File: src/rtl/stopwatch_run_controller.sv
// Control path for the four-digit hex stopwatch: debounced button commands,
// once-per-tick prescaler and the run/pause/lap/overflow sequencer.
module stopwatch_run_controller #(
    parameter int unsigned CLOCK_CYCLE     = 50000000,
    parameter int unsigned DEBOUNCE_CYCLES = 500000
) (
    input  logic       clock,
    input  logic       reset,
    input  logic       start_stop_button,
    input  logic       lap_button,
    input  logic       clear_button,
    input  logic       count_at_max,
    output logic       count_enable,
    output logic       count_clear,
    output logic       display_hold,
    output logic       running,
    output logic       overflow,
    output logic [2:0] state
);
    localparam int unsigned PW = (CLOCK_CYCLE > 1) ? $clog2(CLOCK_CYCLE) : 1;
    localparam int unsigned DW = $clog2(DEBOUNCE_CYCLES + 1);
    localparam logic [PW-1:0] PRESC_LAST = PW'(CLOCK_CYCLE - 1);
    localparam logic [DW-1:0] DB_LAST    = DW'(DEBOUNCE_CYCLES - 1);
    localparam int unsigned BTN_SS  = 0;
    localparam int unsigned BTN_LAP = 1;
    localparam int unsigned BTN_CLR = 2;

    typedef enum logic [2:0] {
        IDLE     = 3'd0,
        RUNNING  = 3'd1,
        PAUSED   = 3'd2,
        LAP      = 3'd3,
        OVERFLOW = 3'd4
    } state_t;

    state_t        cur_state;
    state_t        nxt_state;
    logic [2:0]    raw_btn;
    logic [2:0]    sync_a;
    logic [2:0]    sync_b;
    logic [2:0]    db_level;
    logic [2:0]    db_level_d;
    logic [2:0]    press;
    logic [DW-1:0] db_cnt [3];
    logic [PW-1:0] presc;
    logic          ev_ss;
    logic          ev_lap;
    logic          ev_clr;
    logic          counting;
    logic          tick;
    logic          clear_req;
    logic          enable_nxt;
    logic          running_nxt;
    logic          overflow_nxt;
    logic          hold_nxt;

    assign raw_btn = {clear_button, lap_button, start_stop_button};
    assign ev_ss   = press[BTN_SS];
    assign ev_lap  = press[BTN_LAP];
    assign ev_clr  = press[BTN_CLR];
    assign state   = cur_state;

    // Per button: 2-flop synchroniser, consecutive-mismatch debouncer, rising-edge pulse.
    always_ff @(posedge clock or posedge reset) begin
        if (reset) begin
            sync_a     <= '0;
            sync_b     <= '0;
            db_level   <= '0;
            db_level_d <= '0;
            press      <= '0;
            for (int unsigned i = 0; i < 3; i++) begin
                db_cnt[i] <= '0;
            end
        end else begin
            sync_a     <= raw_btn;
            sync_b     <= sync_a;
            db_level_d <= db_level;
            press      <= db_level & ~db_level_d;
            for (int unsigned i = 0; i < 3; i++) begin
                if (sync_b[i] == db_level[i]) begin
                    db_cnt[i] <= '0;
                end else if (db_cnt[i] == DB_LAST) begin
                    db_level[i] <= sync_b[i];
                    db_cnt[i]   <= '0;
                end else begin
                    db_cnt[i] <= db_cnt[i] + 1'b1;
                end
            end
        end
    end

    assign counting = (cur_state == RUNNING) || (cur_state == LAP);
    assign tick     = counting && (presc == PRESC_LAST);

    always_ff @(posedge clock or posedge reset) begin
        if (reset) begin
            presc <= '0;
        end else if (clear_req || nxt_state == IDLE || nxt_state == OVERFLOW) begin
            presc <= '0;
        end else if (tick) begin
            presc <= '0;
        end else if (counting) begin
            presc <= presc + 1'b1;
        end
    end

    always_ff @(posedge clock or posedge reset) begin
        if (reset) begin
            cur_state    <= IDLE;
            count_enable <= 1'b0;
            count_clear  <= 1'b0;
            display_hold <= 1'b0;
            running      <= 1'b0;
            overflow     <= 1'b0;
        end else begin
            cur_state    <= nxt_state;
            count_enable <= enable_nxt;
            count_clear  <= clear_req;
            display_hold <= hold_nxt;
            running      <= running_nxt;
            overflow     <= overflow_nxt;
        end
    end

    // An at-max tick outranks every button; otherwise clear > start_stop > lap.
    always_comb begin
        nxt_state = cur_state;
        clear_req = 1'b0;
        case (cur_state)
            IDLE: begin
                if (ev_clr) begin
                    clear_req = 1'b1;
                end else if (ev_ss) begin
                    nxt_state = RUNNING;
                end
            end
            RUNNING: begin
                if (tick && count_at_max) begin
                    nxt_state = OVERFLOW;
                end else if (ev_ss) begin
                    nxt_state = PAUSED;
                end else if (ev_lap) begin
                    nxt_state = LAP;
                end
            end
            LAP: begin
                if (tick && count_at_max) begin
                    nxt_state = OVERFLOW;
                end else if (ev_ss) begin
                    nxt_state = PAUSED;
                end else if (ev_lap) begin
                    nxt_state = RUNNING;
                end
            end
            PAUSED: begin
                if (ev_clr) begin
                    nxt_state = IDLE;
                    clear_req = 1'b1;
                end else if (ev_ss) begin
                    nxt_state = RUNNING;
                end
            end
            OVERFLOW: begin
                if (ev_clr) begin
                    nxt_state = IDLE;
                    clear_req = 1'b1;
                end
            end
            default: begin
                nxt_state = IDLE;
                clear_req = 1'b1;
            end
        endcase
    end

    always_comb begin
        enable_nxt   = tick && !count_at_max;
        running_nxt  = (nxt_state == RUNNING) || (nxt_state == LAP);
        overflow_nxt = (nxt_state == OVERFLOW);
        hold_nxt     = (nxt_state == LAP);
    end

endmodule

File: config.mk
export PLATFORM = sky130hd
export DESIGN_NAME = stopwatch_run_controller
export DESIGN_NICKNAME = d
export VERILOG_FILES = /design/src/rtl/stopwatch_run_controller.sv
export SDC_FILE = /design/constraint.sdc
export NUM_CORES = 1
export LEC_CHECK = 0
export BUFFER_PORTS_ARGS = -buffer_cell sky130_fd_sc_hd__buf_2
export CAP_MARGIN = 20
export CELL_PAD_IN_SITES_DETAIL_PLACEMENT = 2
export CELL_PAD_IN_SITES_GLOBAL_PLACEMENT = 2
export CORE_ASPECT_RATIO = 0.9
export CORE_UTILIZATION = 37
export DETAILED_ROUTE_END_ITERATION = 6
export PLACE_DENSITY_LB_ADDON = 0.25
export SETUP_SLACK_MARGIN = 0.2
export SLEW_MARGIN = 20
export SYNTH_ARGS = -nofsm -noshare
export SYNTH_HDL_FRONTEND = slang
export SYNTH_SLANG_ARGS = --single-unit
File: constraint.sdc
create_clock -name clock -period 3.4 [get_ports clock]
set_input_delay 0.85 -clock clock [delete_from_list [all_inputs] [get_ports clock]]
set_output_delay 0.85 -clock clock [all_outputs]
set_load 0.1 [all_outputs]
Word-level counts from Yosys, hierarchy flattened:

Index checks and enable logic that the tools add are counted.

* add/subtract/negate cells: 4
* equal/unequal tests: 14
* muxes and demuxes: 22
* bitwise operators: 5
* reduce and logical (&&, ||, !) cells: 16

Operator list (count)
* 19-bit 2-to-1 mux: 6
* 26-bit 2-to-1 mux: 3
* 19-bit by 1-bit adder with 19-bit output, second input constant: 3
* 19-bit == test, second input constant: 3
* 3-bit 2-to-1 mux: 10
* 26-bit by 1-bit adder with 26-bit output, second input constant: 1
* 26-bit == test, second input constant: 1
* 3-bit one-hot mux with 5 select lines: 1
* 3-bit by 2-bit == test with 1-bit output, second input constant: 3
* 3-bit by 1-bit == test with 1-bit output, second input constant: 2
* 3-bit == test, second input constant: 2
* 3-bit zero test: 2
* 2-bit AND reduction: 3
* 1-bit logical OR: 4
* 3-bit AND: 1
* 1-bit == test: 3
* 1-bit logical AND: 3
* 1-bit inverter: 3
* 3-bit inverter: 1
* 3-bit nonzero test: 1
* 3-bit OR reduction: 1
* 1-bit one-hot mux with 2 select lines: 1
* 2-bit OR reduction: 1
* 1-bit zero test: 1
* 1-bit 2-to-1 mux: 1

* flip-flop bits (word level): 106
* output and inout port bits: 8
* word-level logic and storage cells: 78

Depth between registers and ports, before layout:

Gate-level depths: netlist of run 1.

* depth in word-level cells: 10
* mapped depth: 8
* gate-level depth less buffers: 6

Worst setup path after synthesis of run 1:

OpenSTA, ideal clock, no wires.

* path kind: flip-flop to flip-flop
* start point: register cur_state[0] (netlist: state[0])
* end point: register presc[10]
* setup time: 0.121 ns
* data arrival time: 2.208 ns
* required time: 3.279 ns
* slack: 1.070 ns
* stages on the path, launching flop included: 8
* cells stage by stage: dfrtp_1 > and3b_1 > clkbuf_1 > and4_1 > nand4_2 > o211ai_1 > buf_2 > nor2_1

* word-level cells in the longest chain between the ends: 10
* elaborated cells between the ends (all ways): 29
* classes of those cells: 5 x eq/ne; 14 x mux; 10 x reduce/logical

Ends and longest elaborated chain
* from (decl): RTL line 36 `state_t cur_state;`
* from (signal assigned): RTL line 116 `cur_state <= nxt_state;`
* 3-bit by 1-bit == test with 1-bit output or 3-bit by 2-bit == test with 1-bit output (tied branches): RTL line 92, 129
* 1-bit logical OR: RTL line 92 `assign counting = (cur_state == RUNNING) || (cur_state == LAP);`
* 1-bit logical AND: RTL line 93 `assign tick = counting && (presc == PRESC_LAST);`
* 1-bit logical AND: RTL line 138, 147
* 3-bit 2-to-1 mux, on equally long branches: RTL line 147, 138
* 3-bit one-hot mux with 5 select lines: RTL line 129 `case (cur_state)`
* 3-bit zero test: RTL line 98 `end else if (clear_req || nxt_state == IDLE || nxt_state == OVERFLOW) begin`
* 1-bit logical OR (2 in series): RTL line 98
* 3-bit nonzero test (no line) or 26-bit 2-to-1 mux (tied branches)
* to (signal assigned): RTL line 103 `presc <= presc + 1'b1;`
* to (decl): RTL line 45 `logic [PW-1:0] presc;`

Parallel ways exist; a longest one is shown, timed or not.
A chain may end at the register's enable or synchronous reset.

Worst setup path after layout of run 1:

* start point: register cur_state[0] (netlist: state[0])
* end point: output port state[0]

RTL lines
* to (decl): RTL line 18 `output logic [2:0] state`

No word-level cell between the ends.

==> qor_table.md, run 1 <==
| Group | Metric | Value |
|---|---|---|
| layout | Antenna diode count | 0 |
| routing | DR iter-0 viols | 60 |
| timing | Setup tns final | 0 ps |
| setup path | Req. time, crit path | 2550 ps |
| setup path | Worst-path maximum fanout | 14 |
| timing | Slew @ Worst Pin | 793 ps |
| setup path | Critical Path End Type | primary output |
| synth | Post-synth cell types | 48 |
| global route | Largest net degree at the start of global routing | 55 |
| run | Max-Cap Viols | 0 |
| setup path | List of cells traversed by the critical path | buf_2 |
| pwr | Total leakage power | 2.32 nW |
| layout | Synthesis-to-finish area growth | 11.0% |
| synth | Share of the synthesized area in the top cell type | 0.536 |
| place | Port Buffer Count | 13 |
| global route | Number of global-route vias before repair | 4025 |
| timing | # setup viols final | 0 |
| synth | Avg Inst Size Synth | 10.2 µm² |
| routing | Total number of vias | 3537 |
| clock network | Clock edge transition at the registers on the reported setup and hold paths | 70 ps |
| pwr | Cell Int Power | 1.96 mW |
| pwr | Share of power burned in registers | 0.512 |
| timing | Hold_ws | 352 ps |
| synth | Top cells by count, synth | dfrtp_1 (106), nor2_1 (102), xnor2_1 (39), xor2_1 (35), nand2_1 (30) |
| die | I/O pins | 14 |
| layout | Final net count | 510 |
| global route | Number of antenna violations at the first check in global routing | 0 |
| layout | Filler cells | 1402 |
| setup path | CP peak stage delay | 570 ps |
| routing | Total iterations of the first detailed-routing run | 4 |
| setup path | Data arrival time of the worst path | 1460 ps |
| min path | Path category of the worst min-delay check | reg2reg |
| routing | Detail-routed net length per standard cell | 17.4 µm |
| die | Die Span Y | 112 µm |
| pwr | Power spent charging and discharging nets | 0.551 mW |
| routing | Final WL | 11.6 mm |
| clock network | Clock tree from TritonCTS | yes |
| clock network | CTS Root Buffer Type | clkbuf_16 |
| global route | Global-route wire length before repair | 20.1 mm |
| synth | FF+latch count, synth | 106 |
| clock network | Number of buffers added by the clock tree synthesis step | 9 |
| timing | Setup repair after global routing missed its margin | no |
| synth | Top area cells in the synthesized netlist | dfrtp_1 (54%), nor2_1 (7.7%), xnor2_1 (6.9%) |
| synth | Number of synthesized flops with an enable pin | 0 |
| timing | Worst rel slew slack | 0.466 |
| global route | GRT Residual Overflow | 0 |
| die | Core ar. | 12900 µm² |
| timing | Period utilization | 0.679 |
| pwr | Switching share of total power | 0.220 |
| clock network | Maximum level of the CTS H-tree | 3 |
| routing | Remaining routing DRC violations | 0 |
| pwr | Worst IR Drop VDD | 0.252 mV |
| pwr | Proportion of power drawn by the clock network | 0.463 |
| synth | Count of yosys warnings during synthesis | 0 |
| die | Die area | 13800 µm² |
| place | Global placer's final weighted congestion | 0.730 |
| clock network | Cts repair resizes | 0 |
| synth | Mapped cell area | 4950 µm² |
| layout | Utilization of the core after routing | 0.426 |
| setup path | CP bufs+invs | 1 |
| synth | Top-count cell post-synth | dfrtp_1 |
| setup path | Category of the critical setup timing path | reg2out |
| setup path | Type of element launching the critical path | register |
| die | Die outline width | 124 µm |
| outcome | Outcome | finished clean |
| global route | Total global routing track utilization | 0.189 |
| synth | Syn nets | 496 |
| pwr | Sum of internal, switching and leakage power | 2.51 mW |
| place | Hpwl dp | 7.90 mm |
| clock network | TritonCTS Sinks | 106 |
| synth | Async set or reset register ratio after synthesis | 1.00 |
| synth | Number of instances in the synthesized netlist | 486 |
| clock network | CTS Hold Buffers Added | 0 |
| pwr | PwrDens | 457 nW/µm² |
| setup path | Kind of cell adding the most delay to the critical path | flip-flops |
| clock network | Number of setup buffers added after CTS | 0 |
| timing | Number of pins exceeding their max-slew limit in the final report | 0 |
| clock network | Number of buffers on the longest clock path | 2 |
| routing | Post-DRT Antenna Nets | 0 |
| pwr | Gate power share | 0.025 |
| timing | Clk_skew | 6.65 ps |
| timing | Post-layout minimum cycle time | 2310 ps |
| clock network | Clk_lat worst skew | 360 ps |
| setup path | Max stage delay cell, worst path | dfrtp_1 |
| synth | Top flip-flop cell by instance count after synthesis | dfrtp_1 |
| timing | Maximum clock frequency | 0.433 GHz |
| synth | Sequential fraction of the synthesis area | 0.536 |
| routing | Drt via density | 5.29 |
| die | Num rows | 39 |
| die | Effective utilization at floorplan | 0.384 |
| synth | Post-synth top area cell | dfrtp_1 |
| layout | Fraction of layout instances using a drive strength above 1 | 0.0913 |
| timing | Final Hold Viols | 0 |
-- final cells by class --
cell class | instances | area [µm²] | area share
Sequential cell | 106 | 2650 | 0.483
Multi-Input combinational cell | 356 | 2160 | 0.394
Clock buffer | 10 | 239 | 0.0435
Tap cell | 164 | 205 | 0.0374
Timing Repair Buffer | 16 | 100 | 0.0182
Clock inverter | 5 | 86.3 | 0.0157
Inverter | 11 | 45.0 | 0.00820
-- kinds of logic after synthesis --
group                    synth area share
AO/OA/AOI/OAI                      0.0266
XOR/XNOR                            0.131
adder cells (fa/ha/maj)            0.0101
buffers and inverters              0.0263
flip-flops                          0.536
multiplexers                      0.00683
AND/OR/NAND/NOR                     0.263
-- placed cells by master (no fill, tap or decap), drive strengths merged, types with 2 or more instances in the layout --
| master | count |
|---|---|
| xor2 | 35 |
| nor3 | 13 |
| nor4 | 10 |
| nor4bb | 2 |
| ha | 4 |
| and2 | 2 |
| inv | 12 |
| clkbuf | 10 |
| buf | 16 |
| bufinv | 2 |
| nor3b | 2 |
| nand2 | 30 |
| xnor2 | 39 |
| nor2 | 102 |
| o21ai | 8 |
| mux2 | 3 |
| dfrtp | 106 |
| and3 | 11 |
| and4 | 11 |
| nand3 | 27 |
| and3b | 2 |
| or2 | 4 |
| nor2b | 8 |
| a21oi | 5 |
| nand4 | 22 |
-- state kept, by name, indices dropped and copies added, names as in the netlist, 3 cells and up --
| signal | count |
|---|---|
| db_level_d | 3 |
| sync_b | 3 |
| db_cnt | 57 |
| presc | 26 |
| press | 3 |
| sync_a | 3 |
| state | 3 |
| db_level | 3 |
-- per-stage QoR --
stage,instances,setup slack (ps),instance area (µm²)
detailed placement,653,1220,5170
CTS,668,1070,5490
finish,668,1090,5490
floorplan,486,1070,4950
global placement,653,1330,5170
global route,668,1010,5490
-- path summary, 6_finish.rpt --
path / startpoint / end / slack, ps / cells after the start
min reg2reg: sync_a[1]$_DFF_PP0_ / sync_b[1]$_DFF_PP0_ / 350 / 0
min in group asynchronous: reset / db_cnt[50]$_DFF_PP0_ / 530 / 2
max reg2reg: state[0]$_DFF_PP0_ / presc[22]$_DFFE_PP0P_ / 1250 / 5
max in group asynchronous: reset / db_cnt[35]$_DFF_PP0_ / 2100 / 3
max: state[0]$_DFF_PP0_ / state[0] / 1090 / 1
min: sync_a[1]$_DFF_PP0_ / sync_b[1]$_DFF_PP0_ / 350 / 0
-- metal layers --
layer	wire length [µm]	track usage	up-vias
met5	0	0	-
met4	141	0.0627	0
met3	270	0.0430	12
met2	6130	0.331	17
met1	5060	0.224	1839
li1	-	-	1669
-- power groups by stage --
stage / sequential (mW) / combinational, mW / clock [mW]
floorplan: 1.31 / 0.0467 / 0
global placement: 1.31 / 0.0640 / 0
detailed placement: 1.31 / 0.0670 / 0
CTS: 1.28 / 0.0677 / 1.19
global route: 1.29 / 0.0748 / 1.23
finish: 1.28 / 0.0632 / 1.16
-- worst reg2reg max path, cell delays in order (launching register included) --
cell     delay [ps]
dfrtp_1         570
nor2b_1         350
nand4_1         370
nor4_1          490
xnor2_1         190
nor2_1           70
(Power assumes the default switching activity.)
==> run 2, diff against run 1 <==
--- a/config.mk
+++ b/config.mk
@@ -5,12 +5,13 @@
 export SDC_FILE = /design/constraint.sdc
 export NUM_CORES = 1
 export LEC_CHECK = 0
+export ABC_AREA = 1
 export BUFFER_PORTS_ARGS = -buffer_cell sky130_fd_sc_hd__buf_2
 export CAP_MARGIN = 20
 export CELL_PAD_IN_SITES_DETAIL_PLACEMENT = 2
 export CELL_PAD_IN_SITES_GLOBAL_PLACEMENT = 2
 export CORE_ASPECT_RATIO = 0.9
-export CORE_UTILIZATION = 37
+export CORE_UTILIZATION = 34
 export DETAILED_ROUTE_END_ITERATION = 6
 export PLACE_DENSITY_LB_ADDON = 0.25
 export SETUP_SLACK_MARGIN = 0.2
==> constraint.sdc (replaced) <==
create_clock -name clock -period 1.9 [get_ports clock]
set_input_delay 0.475 -clock clock [delete_from_list [all_inputs] [get_ports clock]]
set_output_delay 0.475 -clock clock [all_outputs]
set_load 0.1 [all_outputs]
==> qor_table.md, run 2 <==
| Group | Metric | Value | vs previous |
|---|---|---|---|
| setup path | Critical Path End Type | register |  |
| timing | Clk_skew | 20.5 ps | +13.9 ps |
| timing | Slew @ Worst Pin | 513 ps | -280 ps |
| timing | Final worst-path setup slack | -320 ps | -1410 ps |
| timing | Post-layout minimum cycle time | 2220 ps |  |
| global route | Number of antenna violations at the first check in global routing | 0 | unchanged |
| die | Effective utilization at floorplan | 0.350 | -0.0338 |
| synth | Syn nets | 799 | +61% |
| clock network | TritonCTS Sinks | 106 | unchanged |
| global route | Global-route wire length before repair | 39.2 mm | +95% |
| synth | Post-synth cell types | 35 | -27% |
| routing | Total iterations of the first detailed-routing run | 5 | +1 |
| synth | Count of yosys warnings during synthesis | 0 | unchanged |
| synth | Top cells by count, synth | nand2_1 (169), nor2_1 (121), dfrtp_1 (106), inv_1 (104), nand3_1 (88) |  |
| timing | Setup tns final | -5410 ps | -5410 ps |
| layout | Non-filler cells in the finished layout | 1158 | +73% |
| synth | FF+latch count, synth | 106 | unchanged |
| place | Hpwl dp | 15.0 mm | +90% |
| clock network | Clk_lat worst skew | 390 ps | +30 ps |
| layout | Largest register FFs | 57 | unchanged |
| timing | Maximum clock frequency | 0.450 GHz |  |
| layout | Register area | 2660 µm² | +0.38% |
| global route | Total global routing track utilization | 0.289 | +0.0999 |
| layout | Filler cells | 1866 | +33% |
| layout | Utilization of the core after routing | 0.493 | +0.0665 |
| layout | Leading cell types in the layout, fill and taps excluded | nand2_1 (148), dfrtp_1 (98), buf_4 (98), nor2_1 (97), inv_1 (92) |  |
| die | Num rows | 45 | +15% |
| min path | Path category of the worst min-delay check | in2async |  |
| global route | Largest net degree at the start of global routing | 49 | -11% |
| synth | Top flip-flop cell by instance count after synthesis | dfrtp_1 |  |
| die | I/O pins | 14 | unchanged |
| pwr | Gate power share | 0.057 | +0.032 |
| pwr | Switching share of total power | 0.277 | +0.0576 |
| setup path | CP peak stage delay | 420 ps | -150 ps |
| synth | Share of the synthesized area in the top cell type | 0.447 | -0.0893 |
| die | Die Span Y | 127 µm | +14% |
| layout | Most common library cell in the layout ignoring fill and taps | nand2_1 |  |
| setup path | List of cells traversed by the critical path | ha_2 > nand3_2 > inv_2 > buf_4 > nand4_1 > nor3_2 > buf_4 > nor2_1 > nand3_2 > nand2_1 |  |
| routing | Drt via density | 5.76 | +8.8% |
| setup path | Max stage delay cell, worst path | dfrtp_1 |  |
| pwr | Power spent charging and discharging nets | 1.26 mW | +130% |
| setup path | Worst-path maximum fanout | 4 | -10 |
| setup path | Data arrival time of the worst path | 2480 ps | +1020 ps |
| synth | Top-count cell post-synth | nand2_1 |  |
| routing | Final WL | 32.0 mm | +180% |
| timing | Worst rel slew slack | 0.661 | +0.194 |
| synth | Async set or reset register ratio after synthesis | 1.00 | unchanged |
| pwr | Share of power burned in registers | 0.506 | -0.006 |
| global route | Number of global-route vias before repair | 6966 | +73% |
| place | Placement-stage cell area | 6950 µm² | +35% |
| die | Die outline width | 141 µm | +14% |
| synth | Mapped cell area | 5930 µm² | +20% |
| layout | Largest registers in the final layout | db_cnt (57), presc (26) |  |
| timing | Number of pins exceeding their max-slew limit in the final report | 0 | unchanged |
| routing | Detail-routed net length per standard cell | 27.6 µm | +59% |
| clock network | Number of buffers added by the clock tree synthesis step | 9 | unchanged |
| layout | Synthesis-to-finish area growth | 40.7% |  |
| timing | Period utilization | 1.17 |  |
| outcome | Outcome | finished, violations left |  |
| die | Die area | 18000 µm² | +30% |
| clock network | CTS Root Buffer Type | clkbuf_16 |  |
| routing | DR iter-0 viols | 431 | +620% |
| layout | Final instance area | 8350 µm² | +52% |
| timing | Hold_ws | 95.8 ps | -256 ps |
| clock network | Number of buffers on the longest clock path | 2 | unchanged |
| place | Global placer's final weighted congestion | 0.850 | +16% |
| layout | Antenna diode count | 0 | unchanged |
| run | Max-Cap Viols | 0 | unchanged |
| pwr | Proportion of power drawn by the clock network | 0.437 | -0.026 |
| setup path | Type of element launching the critical path | register |  |
| synth | Top area cells in the synthesized netlist | dfrtp_1 (45%), nand2_1 (11%), nor2_1 (7.7%) |  |
| timing | # setup viols final | 35 | +35 |
| die | Core ar. | 16900 µm² | +32% |
| place | Port Buffer Count | 13 | unchanged |
| setup path | Req. time, crit path | 2160 ps | -390 ps |
| synth | Number of synthesized flops with an enable pin | 0 | unchanged |
| setup path | Category of the critical setup timing path | reg2reg |  |
| routing | Post-DRT Antenna Nets | 0 | unchanged |
| pwr | Worst IR Drop VDD | 0.681 mV | +170% |
| clock network | Clock edge transition at the registers on the reported setup and hold paths | 90 ps | +20 ps |
| routing | Remaining routing DRC violations | 0 | unchanged |
| synth | Number of instances in the synthesized netlist | 789 | +62% |
| layout | Fraction of layout instances using a drive strength above 1 | 0.353 | +0.262 |
| synth | Sequential fraction of the synthesis area | 0.447 | -0.0893 |
| place | Placed cell count | 1088 | +67% |
| global route | GRT Residual Overflow | 0 | unchanged |
| pwr | Cell Int Power | 3.30 mW | +68% |
| timing | Final Hold Viols | 0 | unchanged |
| layout | Area taken by multi-input logic gates | 3560 µm² | +65% |
| layout | Biggest register | db_cnt |  |
| synth | Post-synth top area cell | dfrtp_1 |  |
| pwr | Total leakage power | 3.81 nW | +64% |
| outcome | Failing checks | negative setup slack |  |
| pwr | PwrDens | 546 nW/µm² | +20% |
| layout | Final net count | 928 | +82% |
| clock network | Maximum level of the CTS H-tree | 3 | unchanged |
| routing | Total number of vias | 6674 | +89% |
| synth | Avg Inst Size Synth | 7.52 µm² | -26% |
| timing | Setup repair after global routing missed its margin | yes |  |
| clock network | Clock tree from TritonCTS | yes |  |
run 2: power groups by stage:
stage | Sequential (mW) | Clock, mW | Combinational (mW)
final | 2.31 | 1.99 | 0.261
after global routing | 2.31 | 2.08 | 0.280
after CTS | 2.29 | 1.93 | 0.177
after detailed placement | 2.34 | 0 | 0.159
after global placement | 2.34 | 0 | 0.148
after floorplan | 2.34 | 0 | 0.0818
run 2: path summary, 6_finish.rpt:
check	startpoint	endpoint	slack, ps	cells after the start
worst max register to register	presc[0]$_DFFE_PP0P_	presc[17]$_DFFE_PP0P_	-320	10
min in group clock	start_stop_button	sync_a[0]$_DFF_PP0_	190	1
max in group asynchronous	reset	presc[4]$_DFFE_PP0P_	1170	3
worst min register to register	sync_a[0]$_DFF_PP0_	sync_b[0]$_DFF_PP0_	390	0
worst min-delay path	reset	display_hold$_DFF_PP0_	100	2
worst max-delay path	presc[0]$_DFFE_PP0P_	presc[17]$_DFFE_PP0P_	-320	10
run 2: metal layers:
layer,global-route usage,up-vias,part of all wire
met1,0.332,3486,0.39
met4,0.102,0,0.051
met2,0.544,259,0.52
li1,-,2815,-
met5,0,-,0
met3,0.0397,114,0.044
run 2: logic make-up after synthesis:
kind of cell | share of synthesized area
AOI/OAI and AO/OA | 0.0417
xor gates and xnor gates | 0.0502
adders and majority gates | 0.00843
buffers and inverters | 0.0841
DFF | 0.447
muxes | 0.00190
and+or+nand+nor | 0.367
run 2: repair_timing:
item | 4_1_cts | 5_1_grt
gates cloned | 2 | 0
pin swaps | 9 | 46
setup buffers | 16 | 36
resized for setup | 41 | 131
hold buffers | 0 | 0
setup endpoints to repair | 53 | 77
run 2: layout make-up:
| class | instances | area share |
|---|---|---|
| Tap cell | 235 | 0.0352 |
| Sequential cell | 106 | 0.319 |
| Clock buffer | 9 | 0.0270 |
| Clock inverter | 7 | 0.00689 |
| Multi-Input combinational cell | 562 | 0.427 |
| Timing Repair Buffer | 132 | 0.136 |
| Inverter | 107 | 0.0494 |
run 2: per-stage QoR:
stage / total power, mW / setup slack, ps
6_report: 4.56 / -320
5_1_grt: 4.67 / -294
4_1_cts: 4.40 / 71.4
3_5_place_dp: 2.50 / 14.2
3_3_place_gp: 2.49 / 129
2_1_floorplan: 2.42 / 40.2
run 2: worst max-delay path: cells and delay by family (launching register included):
family | cells | cell delay, ps
adders and majority gates | 1 | 230
buffers and inverters | 3 | 450
DFF | 1 | 420
and+or+nand+nor | 6 | 990
